**config.mk**
```make
export PLATFORM = sky130hd
export DESIGN_NAME = pc_sequencer
export DESIGN_NICKNAME = d
export VERILOG_FILES = /design/src/rtl/pcseq_pkg.sv /design/src/rtl/pc_sequencer_ras_stack.sv /design/src/rtl/pc_sequencer.sv
export SDC_FILE = /design/constraint.sdc
export NUM_CORES = 1
export LEC_CHECK = 0
export ABC_AREA = 1
export CAP_MARGIN = 20
export CELL_PAD_IN_SITES_DETAIL_PLACEMENT = 0
export CELL_PAD_IN_SITES_GLOBAL_PLACEMENT = 2
export CORE_UTILIZATION = 20
export CTS_CLUSTER_SIZE = 16
export DETAILED_ROUTE_END_ITERATION = 10
export GPL_TIMING_DRIVEN = 0
export HOLD_SLACK_MARGIN = 0.03
export MAX_ROUTING_LAYER = met4
export PLACE_DENSITY_LB_ADDON = 0.1
export SYNTH_ARGS = -nofsm -noshare
export SYNTH_HDL_FRONTEND = slang
export SYNTH_HIERARCHICAL = 1
export SYNTH_SLANG_ARGS = --single-unit
```
**constraint.sdc**
```tcl
create_clock -name clk -period 5.1 [get_ports clk]
set_clock_uncertainty 0.05 [all_clocks]
set_input_delay 1.02 -clock clk [delete_from_list [all_inputs] [get_ports clk]]
set_output_delay 1.02 -clock clk [all_outputs]
set_load 0.02 [all_outputs]
```
**src/rtl/pcseq_pkg.sv**
```systemverilog
// Shared types and defaults for the fetch-stage program-counter sequencer.
package pcseq_pkg;

    localparam int PCSEQ_PC_W   = 16;
    localparam int PC_INC_DEF   = 1;

    typedef logic [PCSEQ_PC_W-1:0] pc_t;

    typedef enum logic [1:0] {
        SRC_SEQ,
        SRC_BRANCH,
        SRC_JUMP,
        SRC_RET
    } pc_src_e;

endpackage

```
**src/rtl/pc_sequencer_ras_stack.sv**
```systemverilog
// Circular return-address stack: a full push overwrites the oldest entry
// and raises a sticky overflow flag; the entry count saturates at DEPTH.
module ras_stack #(
    parameter int DEPTH = 4,
    parameter int W     = 16
) (
    input  logic         clk,
    input  logic         rst_n,
    input  logic         push,
    input  logic         pop,
    input  logic [W-1:0] din,
    output logic [W-1:0] top,
    output logic         empty,
    output logic         ovf
);

    localparam int AW = $clog2(DEPTH);
    localparam logic [AW:0] FULL = (AW+1)'(DEPTH);

    logic [W-1:0]  mem [DEPTH];
    logic [AW-1:0] ptr;
    logic [AW-1:0] top_idx;
    logic [AW:0]   count;

    // ptr addresses the next free slot; it wraps, count does not
    always_ff @(posedge clk or negedge rst_n) begin
        if (!rst_n) begin
            ptr   <= '0;
            count <= '0;
            ovf   <= 1'b0;
        end else if (push) begin
            ptr <= ptr + AW'(1);
            if (count == FULL) begin
                ovf <= 1'b1;
            end else begin
                count <= count + (AW+1)'(1);
            end
        end else if (pop) begin
            ptr   <= ptr - AW'(1);
            count <= count - (AW+1)'(1);
        end
    end

    always_ff @(posedge clk) begin
        if (push) begin
            mem[ptr] <= din;
        end
    end

    assign top_idx = ptr - AW'(1);
    assign top     = mem[top_idx];
    assign empty   = (count == '0);

endmodule

```
**src/rtl/pc_sequencer.sv**
```systemverilog
// Fetch-stage PC register with prioritised next-PC select (ret > call/jump > branch > seq).
// Define PCSEQ_RAS_EN to build in the return-address stack for call/ret.
module pc_sequencer
    import pcseq_pkg::*;
#(
    parameter int PC_W      = 16,
    parameter int RESET_PC  = 0,
    parameter int PC_INC    = PC_INC_DEF,
    parameter int RAS_DEPTH = 4
) (
    input  logic            clk,
    input  logic            rst_n,
    input  logic            stall,
    input  logic            branch_taken,
    input  logic [PC_W-1:0] branch_target,
    input  logic            jump,
    input  logic [PC_W-1:0] jump_target,
    input  logic            call,
    input  logic            ret,
    output logic [PC_W-1:0] pc,
    output logic [PC_W-1:0] next_pc,
    output logic            redirect,
    output logic            ras_empty,
    output logic            ras_ovf
);

    localparam logic [PC_W-1:0] INC   = PC_W'(PC_INC);
    localparam logic [PC_W-1:0] RST_V = PC_W'(RESET_PC);

    if (RAS_DEPTH < 2 || (RAS_DEPTH & (RAS_DEPTH - 1)) != 0) begin : g_bad_depth
        $error("pc_sequencer: RAS_DEPTH must be a power of two >= 2");
    end

    logic [PC_W-1:0] pc_seq;
    pc_src_e         src;

    assign pc_seq = pc + INC;

`ifdef PCSEQ_RAS_EN
    logic            push;
    logic            pop;
    logic            st_empty;
    logic            st_ovf;
    logic [PC_W-1:0] ras_top;

    // ret outranks call, so a simultaneous call never pushes
    assign pop  = ret && !stall && !st_empty;
    assign push = call && !ret && !stall;

    ras_stack #(
        .DEPTH (RAS_DEPTH),
        .W     (PC_W)
    ) u_ras (
        .clk   (clk),
        .rst_n (rst_n),
        .push  (push),
        .pop   (pop),
        .din   (pc_seq),
        .top   (ras_top),
        .empty (st_empty),
        .ovf   (st_ovf)
    );

    assign ras_empty = st_empty;
    assign ras_ovf   = st_ovf;
`else
    assign ras_empty = 1'b1;
    assign ras_ovf   = 1'b0;
`endif

    always_comb begin
        src     = SRC_SEQ;
        next_pc = pc_seq;
`ifdef PCSEQ_RAS_EN
        if (ret && !st_empty) begin
            src     = SRC_RET;
            next_pc = ras_top;
        end else
`endif
        // ret with nothing to return to falls back to jump_target
        if (ret || call || jump) begin
            src     = SRC_JUMP;
            next_pc = jump_target;
        end else if (branch_taken) begin
            src     = SRC_BRANCH;
            next_pc = branch_target;
        end
    end

    always_ff @(posedge clk or negedge rst_n) begin
        if (!rst_n) begin
            pc       <= RST_V;
            redirect <= 1'b0;
        end else if (!stall) begin
            pc       <= next_pc;
            redirect <= (src != SRC_SEQ);
        end
    end

endmodule

```
==> results_dict.tcl, run 1 <==
set metrics [dict create \
    place.gp.congestion 0.793 \
    grt_pass1_vias 1642 \
    die_y_um 86.7 \
    reg2reg_depth 10 \
    crit_path_end_kind "primary output" \
    vias_per_cell 4.11 \
    synth_cell_types 27 \
    finalSetupViolCount 0 \
    r2r-end "pc[10]" \
    fin_tns_setup_ns 0 \
    power.internal_mw 0.297 \
    rrSetupSlack_ns 3.37 \
    grt_pass1_wl_um 8490 \
    synth_warnings 6 \
    fin_nets 353 \
    dp_hpwl_um 3960 \
    seq_area_frac_synth 0.296 \
    num_io_pins 74 \
    synth_top_area_frac 0.296 \
    outcome "finished clean" \
    grt_max_degree 18 \
    startpoint_type "input pin" \
    initialDrtViolationCount 60 \
    nFillCells 792 \
    wl_um 5310 \
    required_ns 4.03 \
    synth_area_leaders "dfrtp_1, nand2_1, nor2_1, nand3_1, inv_1" \
    start_util 0.209 \
    p_per_area_nw_per_um2 204 \
    synth_cells 238 \
    die_w_um 86.7 \
    worst_slew_pin_slew_ns 0.865 \
    avgSynthCellArea_um2 6.04 \
    postRouteAntennaNets 0 \
    post-route-period-util 0.813 \
    max_slew_margin 0.421 \
    hold_path_end "redirect" \
    path_max_fanout 10 \
    peakVddDrop_mv 0.0600 \
    finalCriticalPeriod_ns 4.15 \
    synth_area_leader_cell "dfrtp_1" \
    hp-start "redirect" \
    fmax_mhz 241 \
    cts.path.max_buffers 2 \
    num_antenna_cells 0 \
    clock_sinks 17 \
    gr-total-overflow 0 \
    ys_ff_latch 17 \
    root_buffer "clkbuf_8" \
    worstPathArrival_ns 3.08 \
    core_area_um2 6870 \
    cts_tree "yes" \
    firstDrtPassIters 4 \
    hold_viol 0 \
    path_class "input pin to primary output" \
    syn-num-nets 278 \
    antenna_found_initial 0 \
    switching_share 0.367 \
    rsz0062_at_grt "false" \
    cts_setup_buffers 0 \
    finalMaxSlewViolations 0 \
    num_rows 30 \
    holdPathStages 2 \
    syn_area_um2 1440 \
    route.detailed.drc 0 \
    comb_power_share 0.407 \
    final_util 0.335 \
    wl_per_cell_um 13.0 \
    seq_power_share 0.363 \
    hold_path.class "register to register" \
    clk_pin_slew_ns 0.07 \
    dieArea_um2 7520 \
    numCtsBuffers 3 \
    r2r_start "pc[1]" \
    syn_to_final_growth_pct 60.3 \
    clkPwrFrac 0.230 \
    dr_total_vias 1676 \
    port_buffers 70 \
    gr-usage-all-layers 0.156 \
    clkLatencyLatePin_ns 0.26 \
    cts_resized 0 \
    leakage_nw 1.06 \
    final_layout_size_suffix_gt1_frac 0.0865 \
    cts-htree-levels 1 \
    cts_hold_buf 0 \
    max-cap-violations 0 \
    switching_power_mw 0.172 \
]
-- synthesized netlist by cell type --
library cell	number
or2_2	3
nand2_1	93
dfrtp_1	17
nand2_2	3
o21ai_2	1
buf_2	4
a21oi_1	11
nand3_2	1
a31oi_1	2
nor2_2	5
conb_1	2
nand4_1	3
ha_1	1
buf_4	2
nor2_1	29
clkbuf_1	3
nand3_1	16
or2_0	1
clkbuf_8	1
and2_1	1
buf_6	1
clkinv_1	1
a21boi_2	3
xor2_1	3
inv_1	19
o21ai_0	7
o21ai_1	5
-- cells by family (layout without fill, tap and decap cells) --
kind of cell    count (synthesis)  after routing  share of synthesized area
compound gates                 29             29                      0.118
xor+xnor                        3              3                     0.0183
fa+ha+maj                       1              1                    0.00871
buf+inv                        31            105                      0.102
flops                          17             17                      0.296
other cells                     2              2                    0.00523
simple gates                  155            155                      0.451
-- registers in the layout (all words and copies together) (netlist names) --
register	flops
pc	16
redirect	1
-- worst max-delay path by stage --
stage	slack, ns	endpoint	start	cells after the start
finish	0.95	next_pc[8]	call	8
global placement	0.94	next_pc[8]	call	8
global route	0.82	next_pc[8]	call	8
detailed placement	0.95	next_pc[8]	call	8
floorplan	2.16	next_pc[0]	call	6
CTS	0.97	next_pc[8]	call	8
-- power groups by stage --
stage | sequential (mW) | clock (mW) | combinational (mW)
finish | 0.170 | 0.108 | 0.191
global route | 0.174 | 0.118 | 0.210
CTS | 0.171 | 0.113 | 0.194
detailed placement | 0.173 | 0 | 0.193
global placement | 0.174 | 0 | 0.193
floorplan | 0.185 | 0 | 0.0795
-- cell usage in the layout, fill, tap and decap left out --
cell type        instances
a21oi_1                 11
clkinv_1                 1
xor2_1                   3
buf_6                    1
a31oi_1                  2
or2_2                    3
o21ai_2                  1
nor2_2                   5
o21ai_0                  7
clkbuf_8                 4
or2_0                    1
nand4_1                  3
inv_1                   19
nand3_1                 16
nand2_1                 93
and2_1                   1
clkbuf_1                 4
conb_1                   2
clkdlybuf4s50_1         70
buf_2                    4
o21ai_1                  5
ha_1                     1
buf_4                    2
a21boi_2                 3
nor2_1                  29
nand2_2                  3
dfrtp_1                 17
nand3_2                  1
-- per-layer routing --
layer | global-route usage | part of all wire | vias up | wire length, um
li1 | - | - | 888 | -
met1 | 0.216 | 0.51 | 740 | 2720
met2 | 0.245 | 0.45 | 46 | 2370
met3 | 0.0190 | 0.036 | 2 | 191
met4 | 0.0273 | 0.0053 | 0 | 28
met5 | - | 0 | - | 0
-- area by class of cell --
| class | count | area (um^2) | area share |
|---|---|---|---|
| Sequential cell | 17 | 425 | 0.185 |
| Tap cell | 96 | 120 | 0.0522 |
| Multi-Input combinational cell | 190 | 865 | 0.376 |
| Timing Repair Buffer | 70 | 701 | 0.304 |
| Inverter | 20 | 75.1 | 0.0326 |
| Clock buffer | 4 | 45.0 | 0.0196 |
| Buffer | 11 | 71.3 | 0.0310 |
-- metrics by stage --
stage | hold slack (ns) | total power [mW] | area [um^2] | setup WS, ns | cells
detailed placement | 0.428 | 0.367 | 2260 | 0.950 | 404
floorplan | 0.550 | 0.264 | 1440 | 2.16 | 238
finish | 0.450 | 0.469 | 2300 | 0.954 | 408
global route | 0.480 | 0.502 | 2300 | 0.818 | 408
global placement | 0.421 | 0.366 | 2260 | 0.940 | 404
CTS | 0.447 | 0.478 | 2300 | 0.971 | 408
-- critical path, stage by stage --
cell and delay (ns):
clkdlybuf4s50_1 0.46, nor2_1 0.04, nand2_1 0.11, clkbuf_1 0.50
a21oi_1 0.11, o21ai_2 0.09, and2_1 0.13, clkdlybuf4s50_1 0.60
(Power assumes the default switching activity.)
==> run 2, diff against run 1 <==
--- a/config.mk
+++ b/config.mk
@@ -9,7 +9,7 @@
 export CAP_MARGIN = 20
 export CELL_PAD_IN_SITES_DETAIL_PLACEMENT = 0
 export CELL_PAD_IN_SITES_GLOBAL_PLACEMENT = 2
-export CORE_UTILIZATION = 20
+export CORE_UTILIZATION = 17
 export CTS_CLUSTER_SIZE = 16
 export DETAILED_ROUTE_END_ITERATION = 10
 export GPL_TIMING_DRIVEN = 0
==> constraint.sdc (replaced) <==
create_clock -name clk -period 3.7 [get_ports clk]
set_clock_uncertainty 0.05 [all_clocks]
set_input_delay 0.74 -clock clk [delete_from_list [all_inputs] [get_ports clk]]
set_output_delay 0.74 -clock clk [all_outputs]
set_load 0.02 [all_outputs]
==> results_dict.tcl, run 2 (same netlist as run 1, synthesis figures left out) <==
set metrics [dict create \
    outcome "finished clean" \
    path_max_fanout 10 \
    fin_tns_setup_ns 0 \
    max_slew_margin 0.411 \
    regMostFlops "pc" \
    p_per_area_nw_per_um2 283 \
    dieArea_um2 8820 \
    hold_path_end "redirect" \
    gr-usage-all-layers 0.146 \
    r2r-end "pc[12]" \
    slowest_stage "clkdlybuf4s50_1" \
    clkPwrFrac 0.234 \
    finalSetupViolCount 0 \
    root_buffer "clkbuf_8" \
    nFillCells 933 \
    num_rows 33 \
    finalCriticalPeriod_ns 3.42 \
    dr_total_vias 1721 \
    worst_slew_pin_slew_ns 0.881 \
    switching_share 0.374 \
    seq_power_share 0.361 \
    final_util 0.282 \
    route.detailed.drc 0 \
    syn_to_final_growth_pct 61.1 \
    cts.path.max_buffers 2 \
    rsz0062_at_grt "false" \
    die_w_um 93.9 \
    place.gp.congestion 0.718 \
    placed_area_um2 2270 \
    rrSetupSlack_ns 1.96 \
    num_antenna_cells 0 \
    final_common_cell "nand2_1" \
    hold_viol 0 \
    vias_per_cell 4.13 \
    crit_top_cell "clkdlybuf4s50_1" \
    grt_pass1_wl_um 9100 \
    multi_input_area_um2 865 \
    switching_power_mw 0.245 \
    final_cell_count_no_fill 417 \
    antenna_found_initial 0 \
    cts_resized 0 \
    peakVddDrop_mv 0.109 \
    reg2reg_depth 10 \
    die_y_um 93.9 \
    critical_path.max_stage_delay_ns 0.63 \
    most-common-layout-cells "nand2_1, clkdlybuf4s50_1, nor2_1" \
    final_layout_size_suffix_gt1_frac 0.0897 \
    port_buffers 70 \
    startpoint_type "input pin" \
    path_class "input pin to primary output" \
    crit_path_cell_trace "clkdlybuf4s50_1 -> nor2_1 -> nand2_1 -> inv_1 -> buf_2 -> or2_0 -> a21boi_2 -> clkdlybuf4s50_1" \
    required_ns 2.91 \
    clk_pin_slew_ns 0.08 \
    crit_path_end_kind "primary output" \
    whs_ns 0.447 \
    gr-total-overflow 0 \
    fmax_mhz 293 \
    fin_nets 353 \
    wl_per_cell_um 14.3 \
    num_io_pins 74 \
    comb_power_share 0.405 \
    worstPathArrival_ns 2.63 \
    leakage_nw 1.06 \
    dp_hpwl_um 4350 \
    cts-htree-levels 1 \
    dp.cells 413 \
    power.internal_mw 0.410 \
    grt_max_degree 18 \
    post-route-period-util 0.923 \
    cts_setup_buffers 0 \
    hp-start "redirect" \
    ff_latch_area_um2 425 \
    core_area_um2 8220 \
    clock_sinks 17 \
    numCtsBuffers 3 \
    r2r_start "pc[1]" \
    cts_hold_buf 0 \
    grt_pass1_vias 1643 \
    finalMaxSlewViolations 0 \
    cts_tree "yes" \
    start_util 0.175 \
    max-cap-violations 0 \
    firstDrtPassIters 4 \
    wl_um 5960 \
    fin_area_um2 2310 \
    largest_reg_flops 16 \
    holdPathStages 2 \
    postRouteAntennaNets 0 \
    hold_path.class "register to register" \
    initialDrtViolationCount 53 \
    largestRegisters "pc: 16 flops, redirect: 1 flops" \
    clkLatencyLatePin_ns 0.26 \
]
[run 2: cell types whose count changed in the layout (fill, tap and decap cells not counted)]
cell,change
clkbuf_2,+1
clkbuf_1,-1
[run 2: worst max-delay path by stage]
| stage | start | end | slack (ns) | cells past startpoint |
|---|---|---|---|---|
| finish | call | next_pc[6] | 0.28 | 8 |
| detailed placement | ret | next_pc[8] | 0.13 | 8 |
| global placement | call | next_pc[8] | 0.12 | 8 |
| floorplan | call | next_pc[0] | 1.32 | 6 |
| CTS | jump | next_pc[8] | 0.10 | 8 |
| global route | call | next_pc[6] | 0.09 | 8 |
[run 2: critical path: cells and delay by family]
family / cells / cell delay, ns
compound gates: 1 / 0.19
buf+inv: 4 / 1.38
simple gates: 3 / 0.33
[run 2: cell type report]
cell class	instances	share of cell area
buffer	11	0.0314
clock buffer	4	0.0195
inverter	20	0.0324
multi-input combinational	190	0.374
sequential	17	0.184
tap	105	0.0568
timing repair buffer	70	0.303
[run 2: through the flow]
step | total power [mW] | setup slack, ns
2_1_floorplan | 0.364 | 1.32
3_3_place_gp | 0.510 | 0.118
3_5_place_dp | 0.510 | 0.133
4_1_cts | 0.668 | 0.102
5_1_grt | 0.699 | 0.0882
6_report | 0.655 | 0.284
[run 2: per-layer routing]
metal	wire length, um	global-route usage
met3	142	0.0138
met5	0	-
met4	66	0.0423
met1	3050	0.199
met2	2700	0.229
[run 2: power groups by stage]
stage          clock network, mW  registers, mW  logic [mW]
4_1_cts                    0.160          0.237       0.270
3_5_place_dp                   0          0.241       0.269
2_1_floorplan                  0          0.255       0.110
6_report                   0.153          0.236       0.265
3_3_place_gp                   0          0.240       0.270
5_1_grt                    0.165          0.242       0.292
==> run 3, diff against run 2 <==
--- a/config.mk
+++ b/config.mk
@@ -7,15 +7,13 @@
 export LEC_CHECK = 0
 export ABC_AREA = 1
 export CAP_MARGIN = 20
-export CELL_PAD_IN_SITES_DETAIL_PLACEMENT = 0
-export CELL_PAD_IN_SITES_GLOBAL_PLACEMENT = 2
-export CORE_UTILIZATION = 17
+export CORE_UTILIZATION = 36
 export CTS_CLUSTER_SIZE = 16
 export DETAILED_ROUTE_END_ITERATION = 10
 export GPL_TIMING_DRIVEN = 0
 export HOLD_SLACK_MARGIN = 0.03
 export MAX_ROUTING_LAYER = met4
-export PLACE_DENSITY_LB_ADDON = 0.1
+export PLACE_DENSITY = 0.77
 export SYNTH_ARGS = -nofsm -noshare
 export SYNTH_HDL_FRONTEND = slang
 export SYNTH_HIERARCHICAL = 1
==> results_dict.tcl, run 3 (same netlist as run 1, synthesis figures left out) <==
set metrics [dict create \
    port_buffers 70 \
    num_antenna_cells 0 \
    largest_reg_flops 16 \
    firstDrtPassIters 4 \
    regMostFlops "pc" \
    cts_setup_buffers 0 \
    finalPower_mw 0.636 \
    reg2reg_depth 10 \
    p_per_area_nw_per_um2 284 \
    crit_path_end_kind "primary output" \
    die_y_um 65.2 \
    power.internal_mw 0.409 \
    numCtsBuffers 3 \
    switching_power_mw 0.227 \
    hold_viol 0 \
    initialDrtViolationCount 67 \
    dr_total_vias 1677 \
    fin_area_um2 2240 \
    startpoint_type "input pin" \
    syn_to_final_growth_pct 56.1 \
    finalCriticalPeriod_ns 3.51 \
    finalMaxSlewViolations 0 \
    dp_hpwl_um 3250 \
    gr-total-overflow 0 \
    clkLatencyLatePin_ns 0.25 \
    core_area_um2 3740 \
    comb_power_share 0.407 \
    dieArea_um2 4250 \
    seq_power_share 0.368 \
    grt_pass1_vias 1507 \
    postRouteAntennaNets 0 \
    holdPathStages 2 \
    gr-usage-all-layers 0.222 \
    cts.path.max_buffers 2 \
    worst_slew_pin_slew_ns 0.802 \
    fin_nets 353 \
    cts_hold_buf 0 \
    clk_pin_slew_ns 0.07 \
    num_io_pins 74 \
    required_ns 2.91 \
    fmax_mhz 285 \
    nFillCells 369 \
    root_buffer "clkbuf_8" \
    whs_ns 0.450 \
    route.detailed.drc 0 \
    path_class "input pin to primary output" \
    fin_tns_setup_ns 0 \
    rsz0062_at_grt "false" \
    leakage_nw 1.06 \
    num_rows 22 \
    vias_per_cell 4.66 \
    most-common-layout-cells "nand2_1, clkdlybuf4s50_1, nor2_1" \
    place.gp.congestion 0.921 \
    grt_max_degree 18 \
    wl_um 4300 \
    max-cap-violations 0 \
    path_max_fanout 10 \
    antenna_found_initial 0 \
    switching_share 0.357 \
    cts-htree-levels 1 \
    die_w_um 65.2 \
    final_common_cell "nand2_1" \
    largestRegisters "pc: 16 flops, redirect: 1 flops" \
    post-route-period-util 0.948 \
    placed_area_um2 2200 \
    clkPwrFrac 0.225 \
    hold_path.class "register to register" \
    worstPathArrival_ns 2.72 \
    clock_sinks 17 \
    cts_tree "yes" \
    outcome "finished clean" \
    final_layout_size_suffix_gt1_frac 0.0865 \
    wl_per_cell_um 11.9 \
    max_slew_margin 0.464 \
    start_util 0.384 \
    peakVddDrop_mv 0.211 \
    cts_resized 0 \
    grt_pass1_wl_um 7160 \
    finalSetupViolCount 0 \
]
-- run 3: worst paths after layout --
path	slack [ns]	end	from
worst max-delay path	0.19	next_pc[8]	jump
worst min-delay path	0.45	redirect	redirect
worst max register to register	1.98	pc[10]	pc[1]
worst min register to register	0.45	redirect	redirect
max in group asynchronous	2.20	pc[13]	rst_n
min in group asynchronous	0.90	redirect	rst_n
-- run 3: critical path, stage by stage --
cell and delay, ns:
clkdlybuf4s50_1 0.46, inv_1 0.04, nand2_1 0.11, clkbuf_1 0.43, a21oi_1 0.10, o21ai_2 0.09
and2_1 0.14, clkdlybuf4s50_1 0.61
-- run 3: final cells by class --
type / instances / area [um^2] / share of cell area
inverters: 20 / 75.1 / 0.0335
multi-input cells: 190 / 865 / 0.386
well taps: 48 / 60.1 / 0.0268
clock buffers: 4 / 45.0 / 0.0201
plain buffers: 11 / 71.3 / 0.0318
flip-flops and latches: 17 / 425 / 0.190
repair buffers: 70 / 701 / 0.313
-- run 3: per-layer routing --
layer	track usage	vias to the layer above	routed length [um]
li1	-	897	-
met1	0.286	729	2010
met2	0.367	47	2010
met3	0.0243	4	250
met4	0.0625	0	29
met5	-	-	0
-- run 3: metrics by stage --
step | util | cells | setup slack, ns
final | 0.599 | 360 | 0.193
after global routing | 0.599 | 360 | 0.0581
after CTS | 0.599 | 360 | 0.186
after detailed placement | 0.587 | 356 | 0.184
after global placement | 0.587 | 356 | 0.207
after floorplan | - | 238 | 1.32
-- run 3: power by group through the flow --
stage               combinational, mW  sequential (mW)  clock [mW]
finish                          0.259            0.234       0.143
global route                    0.283            0.238       0.154
CTS                             0.261            0.234       0.146
detailed placement              0.260            0.237           0
global placement                0.257            0.236           0
floorplan                       0.110            0.255           0
